===== src/rtl/text_cursor_ctrl_if.sv =====
// rtl/text_cursor_ctrl_if.sv - byte intake and text memory write bus for the cursor controller
interface text_cursor_ctrl_if;
    logic [7:0]  uart_data;
    logic        data_ready;
    logic [7:0]  write_data;
    logic [12:0] write_address;
    logic        write_enable;
    logic        busy;
    logic        overflow;

    modport master (
        input  uart_data, data_ready,
        output write_data, write_address, write_enable, busy, overflow
    );

    modport slave (
        output uart_data, data_ready,
        input  write_data, write_address, write_enable, busy, overflow
    );
endinterface


===== src/rtl/text_cursor_ctrl.sv =====
// rtl/text_cursor_ctrl.sv - terminal-style cursor engine turning received bytes into text memory writes
module text_cursor_ctrl #(
    parameter int          COLS      = 100,
    parameter int          ROWS      = 37,
    parameter logic [7:0]  FILL_CHAR = 8'h20
) (
    input  logic                  clock,
    input  logic                  reset,
    text_cursor_ctrl_if.master    bus
);
    typedef enum logic [1:0] {IDLE, PUT, CLR_LINE, CLR_ALL} state_t;

    localparam logic [12:0] COL_LAST   = 13'(COLS - 1);
    localparam logic [12:0] ROW_LAST   = 13'(ROWS - 1);
    localparam logic [12:0] COLS_W     = 13'(COLS);
    localparam logic [13:0] LINE_COUNT = 14'(COLS);
    localparam logic [13:0] ALL_COUNT  = 14'(COLS * ROWS);

    state_t      state, state_n;
    logic [12:0] row, row_n, col, col_n, base, base_n;
    logic [13:0] cnt, cnt_n;
    logic        adv, adv_n;
    logic        buf_full, buf_full_n;
    logic [7:0]  buf_data, buf_data_n;
    logic        we_n, ovf_n;
    logic [7:0]  wd_n;
    logic [12:0] wa_n;
    logic        accept;
    logic [7:0]  dbyte;

    always_ff @(posedge clock or posedge reset) begin
        if (reset) begin
            state             <= CLR_ALL;
            row               <= '0;
            col               <= '0;
            base              <= '0;
            cnt               <= '0;
            adv               <= 1'b0;
            buf_full          <= 1'b0;
            buf_data          <= '0;
            bus.write_enable  <= 1'b0;
            bus.write_address <= '0;
            bus.write_data    <= FILL_CHAR;
            bus.overflow      <= 1'b0;
        end else begin
            state             <= state_n;
            row               <= row_n;
            col               <= col_n;
            base              <= base_n;
            cnt               <= cnt_n;
            adv               <= adv_n;
            buf_full          <= buf_full_n;
            buf_data          <= buf_data_n;
            bus.write_enable  <= we_n;
            bus.write_address <= wa_n;
            bus.write_data    <= wd_n;
            bus.overflow      <= ovf_n;
        end
    end

    assign bus.busy = (state != IDLE) || buf_full;

    always_comb begin
        state_n    = state;
        row_n      = row;
        col_n      = col;
        base_n     = base;
        cnt_n      = cnt;
        adv_n      = adv;
        buf_full_n = buf_full;
        buf_data_n = buf_data;
        we_n       = 1'b0;
        wd_n       = bus.write_data;
        wa_n       = bus.write_address;
        ovf_n      = 1'b0;
        accept     = (state == IDLE) && !buf_full && bus.data_ready;
        dbyte      = buf_full ? buf_data : bus.uart_data;

        // Anything not decoded directly goes to the single pending slot or is dropped.
        if (bus.data_ready && !accept) begin
            if (!buf_full) begin
                buf_full_n = 1'b1;
                buf_data_n = bus.uart_data;
            end else begin
                ovf_n = 1'b1;
            end
        end

        case (state)
            IDLE: begin
                if (buf_full || bus.data_ready) begin
                    buf_full_n = 1'b0;
                    if (dbyte >= 8'h20 && dbyte <= 8'h7E) begin
                        state_n = PUT;
                        we_n    = 1'b1;
                        wd_n    = dbyte;
                        wa_n    = base + col;
                        adv_n   = 1'b1;
                    end else begin
                        case (dbyte)
                            8'h0D: col_n = '0;
                            8'h0A: begin
                                row_n   = (row == ROW_LAST) ? '0 : row + 13'd1;
                                base_n  = (row == ROW_LAST) ? '0 : base + COLS_W;
                                cnt_n   = '0;
                                state_n = CLR_LINE;
                            end
                            8'h08: begin
                                if (col != '0) begin
                                    col_n   = col - 13'd1;
                                    state_n = PUT;
                                    we_n    = 1'b1;
                                    wd_n    = FILL_CHAR;
                                    wa_n    = base + col - 13'd1;
                                    adv_n   = 1'b0;
                                end
                            end
                            8'h0C: begin
                                cnt_n   = '0;
                                state_n = CLR_ALL;
                            end
                            default: ;
                        endcase
                    end
                end
            end
            PUT: begin
                state_n = IDLE;
                if (adv) begin
                    if (col == COL_LAST) begin
                        col_n   = '0;
                        row_n   = (row == ROW_LAST) ? '0 : row + 13'd1;
                        base_n  = (row == ROW_LAST) ? '0 : base + COLS_W;
                        cnt_n   = '0;
                        state_n = CLR_LINE;
                    end else begin
                        col_n = col + 13'd1;
                    end
                end
            end
            // The clear states linger one cycle past the final write so a byte
            // arriving alongside it is buffered rather than decoded.
            CLR_LINE: begin
                if (cnt == LINE_COUNT) begin
                    state_n = IDLE;
                end else begin
                    we_n  = 1'b1;
                    wd_n  = FILL_CHAR;
                    wa_n  = base + cnt[12:0];
                    cnt_n = cnt + 14'd1;
                end
            end
            CLR_ALL: begin
                if (cnt == ALL_COUNT) begin
                    state_n = IDLE;
                    row_n   = '0;
                    col_n   = '0;
                    base_n  = '0;
                end else begin
                    we_n  = 1'b1;
                    wd_n  = FILL_CHAR;
                    wa_n  = cnt[12:0];
                    cnt_n = cnt + 14'd1;
                end
            end
            default: state_n = IDLE;
        endcase
    end
endmodule


===== src/flat_wrapper.sv =====
// flat-port wrapper written by rule: the top's interface ports become plain ports
module text_cursor_ctrl_flat 
#(
    parameter int          COLS      = 100,
    parameter int          ROWS      = 37,
    parameter logic [7:0]  FILL_CHAR = 8'h20
)
  (clock, reset, bus_uart_data, bus_data_ready, bus_write_data, bus_write_address, bus_write_enable, bus_busy, bus_overflow);
  text_cursor_ctrl_if bus_i ();
  input  logic clock;
  input  logic reset;
  input wire logic [$bits(bus_i.uart_data)-1:0] bus_uart_data;
  input wire logic [$bits(bus_i.data_ready)-1:0] bus_data_ready;
  output wire logic [$bits(bus_i.write_data)-1:0] bus_write_data;
  output wire logic [$bits(bus_i.write_address)-1:0] bus_write_address;
  output wire logic [$bits(bus_i.write_enable)-1:0] bus_write_enable;
  output wire logic [$bits(bus_i.busy)-1:0] bus_busy;
  output wire logic [$bits(bus_i.overflow)-1:0] bus_overflow;
  assign bus_i.uart_data = bus_uart_data;
  assign bus_i.data_ready = bus_data_ready;
  assign bus_write_data = bus_i.write_data;
  assign bus_write_address = bus_i.write_address;
  assign bus_write_enable = bus_i.write_enable;
  assign bus_busy = bus_i.busy;
  assign bus_overflow = bus_i.overflow;
  text_cursor_ctrl #(.COLS(COLS), .ROWS(ROWS), .FILL_CHAR(FILL_CHAR)) u_core (.clock(clock), .reset(reset), .bus(bus_i));
endmodule

===== config.mk =====
export PLATFORM = sky130hd
export DESIGN_NAME = text_cursor_ctrl_flat
export DESIGN_NICKNAME = d
export VERILOG_FILES = /design/src/rtl/text_cursor_ctrl_if.sv /design/src/rtl/text_cursor_ctrl.sv /design/src/flat_wrapper.sv
export SDC_FILE = /design/constraint.sdc
export NUM_CORES = 1
export LEC_CHECK = 0
export ABC_AREA = 1
export CAP_MARGIN = 20
export CORE_MARGIN = 2
export CORE_UTILIZATION = 56
export CTS_BUF_LIST = sky130_fd_sc_hd__clkbuf_2
export CTS_CLUSTER_DIAMETER = 40
export DETAILED_ROUTE_END_ITERATION = 8
export PLACE_DENSITY = 0.75
export REMOVE_ABC_BUFFERS = 1
export SYNTH_ARGS = -nofsm -noshare
export SYNTH_HDL_FRONTEND = slang
export SYNTH_SLANG_ARGS = --single-unit

===== constraint.sdc =====
create_clock -name clock -period 4 [get_ports clock]
set_input_delay 1 -clock clock [delete_from_list [all_inputs] [get_ports clock]]
set_output_delay 1 -clock clock [all_outputs]
set_load 0.01 [all_outputs]

==> metrics.md <==
| Metric | Value |
|---|---|
| Status | `finished clean` |
| Max VDD drop | `around 0.00036 V` |
| Unique cell type count in the Yosys netlist | `46` |
| H-Tree Level Count | `3` |
| Vias/cell | `between 5 and 6` |
| Largest area contributor in the netlist | `dfrtp_1` |
| Class of the worst hold path | `reg2reg` |
| Yosys warns | `0` |
| Hold_sp | `u_core.bus.write_data[7]$_DFFE_PP0P_` |
| DR WL met2 | `approximately 7.6 mm` |
| Worst r2r src | `u_core.state[1]$_DFFE_PP1P_` |
| WL/cell | `about 14 um` |
| Num ports | `35` |
| Ranking of synthesized cells by area | `dfrtp_1, nand2_1, nand3_1, inv_1, nor2_1` |
| Syn Area/Cell | `about 6.7 um^2` |
| I/O Buffers | `34` |
| Ys async rst share | `100%` |
| Req. time, crit path | `around 3000 ps` |
| Relative slew slack | `~37%` |
| Critical Path End Type | `primary output` |
| First-pass detailed-route iteration total | `5` |
| Critical path fanouts, max | `9` |
| Layout cell share with drive strength beyond 1 | `5.89%` |
| Post-route cell area | `7130 um^2` |
| CTS Buf Count | `9` |
| RSZ-0062 raised after global routing | `no` |
| Root Driver | `clkbuf_2` |
| Total global routing overflow | `0` |
| Routed length on met1 | `around 7.5 mm` |
| Main synth FF type | `dfrtp_1` |
| DR DRC count | `0` |
| Largest net degree at the start of global routing | `45` |
| Cts hold-fix bufs | `0` |
| Vias in the first global route | `5821` |
| Placement Rows | `39` |
| CP Buf/Inv Count | `1` |
| # placed instances | `approximately 1100` |
| Kind of critical path | `reg2out` |
| Top-area cell type share of the netlist area | `31.3%` |
| CP max stage cell | `dfstp_2` |
| CTS tree | `done` |
| Delay-heaviest family, CP | `flip-flops` |
| # Post-CTS Setup Buffers | `0` |
| Pwr per Cell Area | `692 nW/um^2` |
| DIE AREA | `about 13000 um^2` |
| Clock-pin slew on the worst setup and hold paths | `220 ps` |
| HPWL Detailed | `12.3 mm` |
| WHS Path Cells | `2` |
| Most numerous cell in the Yosys netlist | `nand2_1` |
| CP startpoint kind | `register` |
| Fin cells | `between 1000 and 1500` |
| Mapped Cells | `approximately 990` |
| NumNets Final | `around 1100` |
| Initial antenna violation count | `0` |
| Met3 Wirelength | `approximately 790 um` |
| Die Width | `between 100 and 150 um` |
| Placed Area | `7030 um^2` |
| Area grow syn2layout | `7.67%` |
| F_max | `316 MHz` |
| Core box area | `between 10000 and 15000 um^2` |
| PostCTS Resize Cnt | `0` |
| GP Congestion | `about 0.90` |
| Reg2Reg Depth | `8` |
| Final setup violation count | `0` |
| Leak pwr | `around 3.5 nW` |
| Final Util | `62.2%` |
| Worst-margin pin slew | `between 900 and 1000 ps` |
| Setup TNS | `0 ps` |
| Worst path cell trace | `nor2_1 > nand2_1 > clkdlybuf4s50_1` |
| MaxCap Viol Count | `0` |
| Synthesized flop and latch total | `86` |
| Register area share after synthesis | `about a third` |
| Total global-route track usage | `roughly a quarter` |
| Antenna Nets Post-Route | `0` |
| Period utilisation layout | `between 70 and 80%` |
| Post-Syn Area | `6630 um^2` |
| ANT cells | `0` |
| Max Clock Skew | `approximately 26 ps` |
| Tmin final | `between 3000 and 4000 ps` |
| Slew Limit Fails | `0` |
| CP arrival | `between 2000 and 2500 ps` |
| Top cells by count, synth | `nand2_1, inv_1, nor2_1` |
| Reg2reg setup slack | `1280 ps` |
| Max incr delay on CP | `a little over 700 ps` |
| Max Buffers Root-to-Sink | `2` |
| Hold EP | `u_core.bus.write_data[7]$_DFFE_PP0P_` |
| Initial DRC Count | `between 500 and 600` |
| Post-Route WL | `between 15 and 20 mm` |
| First-pass GRT wire length | `between 20 and 30 mm` |
| Clk_lat worst skew | `around 600 ps` |
| Vias | `roughly 6400` |
| Clock Sinks | `86` |
| Reg-to-reg endpoint | `u_core.cnt[0]$_DFFE_PP0P_` |
| Initial core utilization | `57.8%` |
| Die height | `roughly 110 um` |
| Hold Vio Cnt, Final | `0` |
| Max Used Layer | `met4` |
| Number of enable flip-flop cells after synthesis | `0` |
[report_power, final]
group,switching [mW],internal [mW]
registers,0.380,1.18
logic,1.83,1.08
clock network,0.310,0.150
[cells by family (layout without fill, tap and decap cells)]
group           count (synthesis)  count (layout)  synth area share [%]
compound gates                141             141                  12.2
fa+ha+maj                      28              28                  5.29
buf+inv                       147             178                  9.44
xor+xnor                       33              33                  4.36
simple gates                  553             553                  36.1
flops                          86              86                  32.5
[worst max-delay path by stage]
stage | cells past startpoint | end | start
global placement | 14 | u_core.base[11]$_DFFE_PP0P_ | bus_uart_data[3]
finish | 3 | bus_busy | u_core.state[1]$_DFFE_PP1P_
global route | 3 | bus_busy | u_core.buf_full$_DFF_PP0_
detailed placement | 12 | u_core.col[8]$_DFFE_PP0P_ | bus_uart_data[3]
CTS | 3 | bus_busy | u_core.state[1]$_DFFE_PP1P_
floorplan | 1 | u_core.adv$_DFFE_PP0P_ | reset
[metal layers]
metal  up-vias  global-route usage (%)
li1       3276                       -
met1      2883                    35.9
met2       163                    44.1
met3        30                    3.86
met4         0                    9.76
met5         -                       0
[tightest hold or removal path, stage by stage (launching register included)]
cell	delay (ps)
dfrtp_1	420
inv_1	50
nor2_1	30
[placed cells by master (no fill, tap or decap), types with 4 or more instances in the layout]
master           netlist  final
nand2_1              281    281
inv_1                118    117
nor2_1               108    108
nand3_1               92     92
dfrtp_1               83     83
o21ai_0               53     53
clkdlybuf4s50_1        0     34
a21oi_1               30     30
xor2_1                30     30
ha_1                  28     28
nor3_1                27     27
o21ai_1               23     23
nand4_1               16     16
clkbuf_2               0     12
o21ai_2                9      9
nand2_2                8      8
a31oi_1                6      6
o22ai_1                5      5
or2_2                  5      5
inv_2                  4      4
clkinv_2               1      4
nor4_1                 4      4
nand3b_1               4      4
[stage by stage]
| stage | hold WS [ps] | setup WS (ps) | total power, mW |
|---|---|---|---|
| finish | 504 | 832 | 4.94 |
| global route | 527 | 721 | 5.44 |
| CTS | 510 | 812 | 4.93 |
| detailed placement | 466 | 670 | 4.47 |
| global placement | 463 | 753 | 4.44 |
| floorplan | 453 | 783 | 3.62 |
[layout make-up]
cell class / instances / area [um^2]
Inverter: 125 / 472
Tap cell: 143 / 179
Fill cell: 1117 / 4330
Sequential cell: 86 / 2160
Timing Repair Buffer: 37 / 375
Clock buffer: 12 / 60.1
Multi-Input combinational cell: 755 / 3840
Clock inverter: 4 / 47.5
[sequential cells by signal, indices dropped and copies added (netlist names)]
name and flops:
u_core.cnt 14, u_core.bus.write_data 8, u_core.row 13, u_core.bus.write_address 13
u_core.buf_full 1, u_core.state 2, u_core.adv 1, u_core.bus.overflow 1
u_core.base 11, u_core.bus.write_enable 1, u_core.buf_data 8, u_core.col 13
No activity file was read; power rests on OpenSTA's default activity.
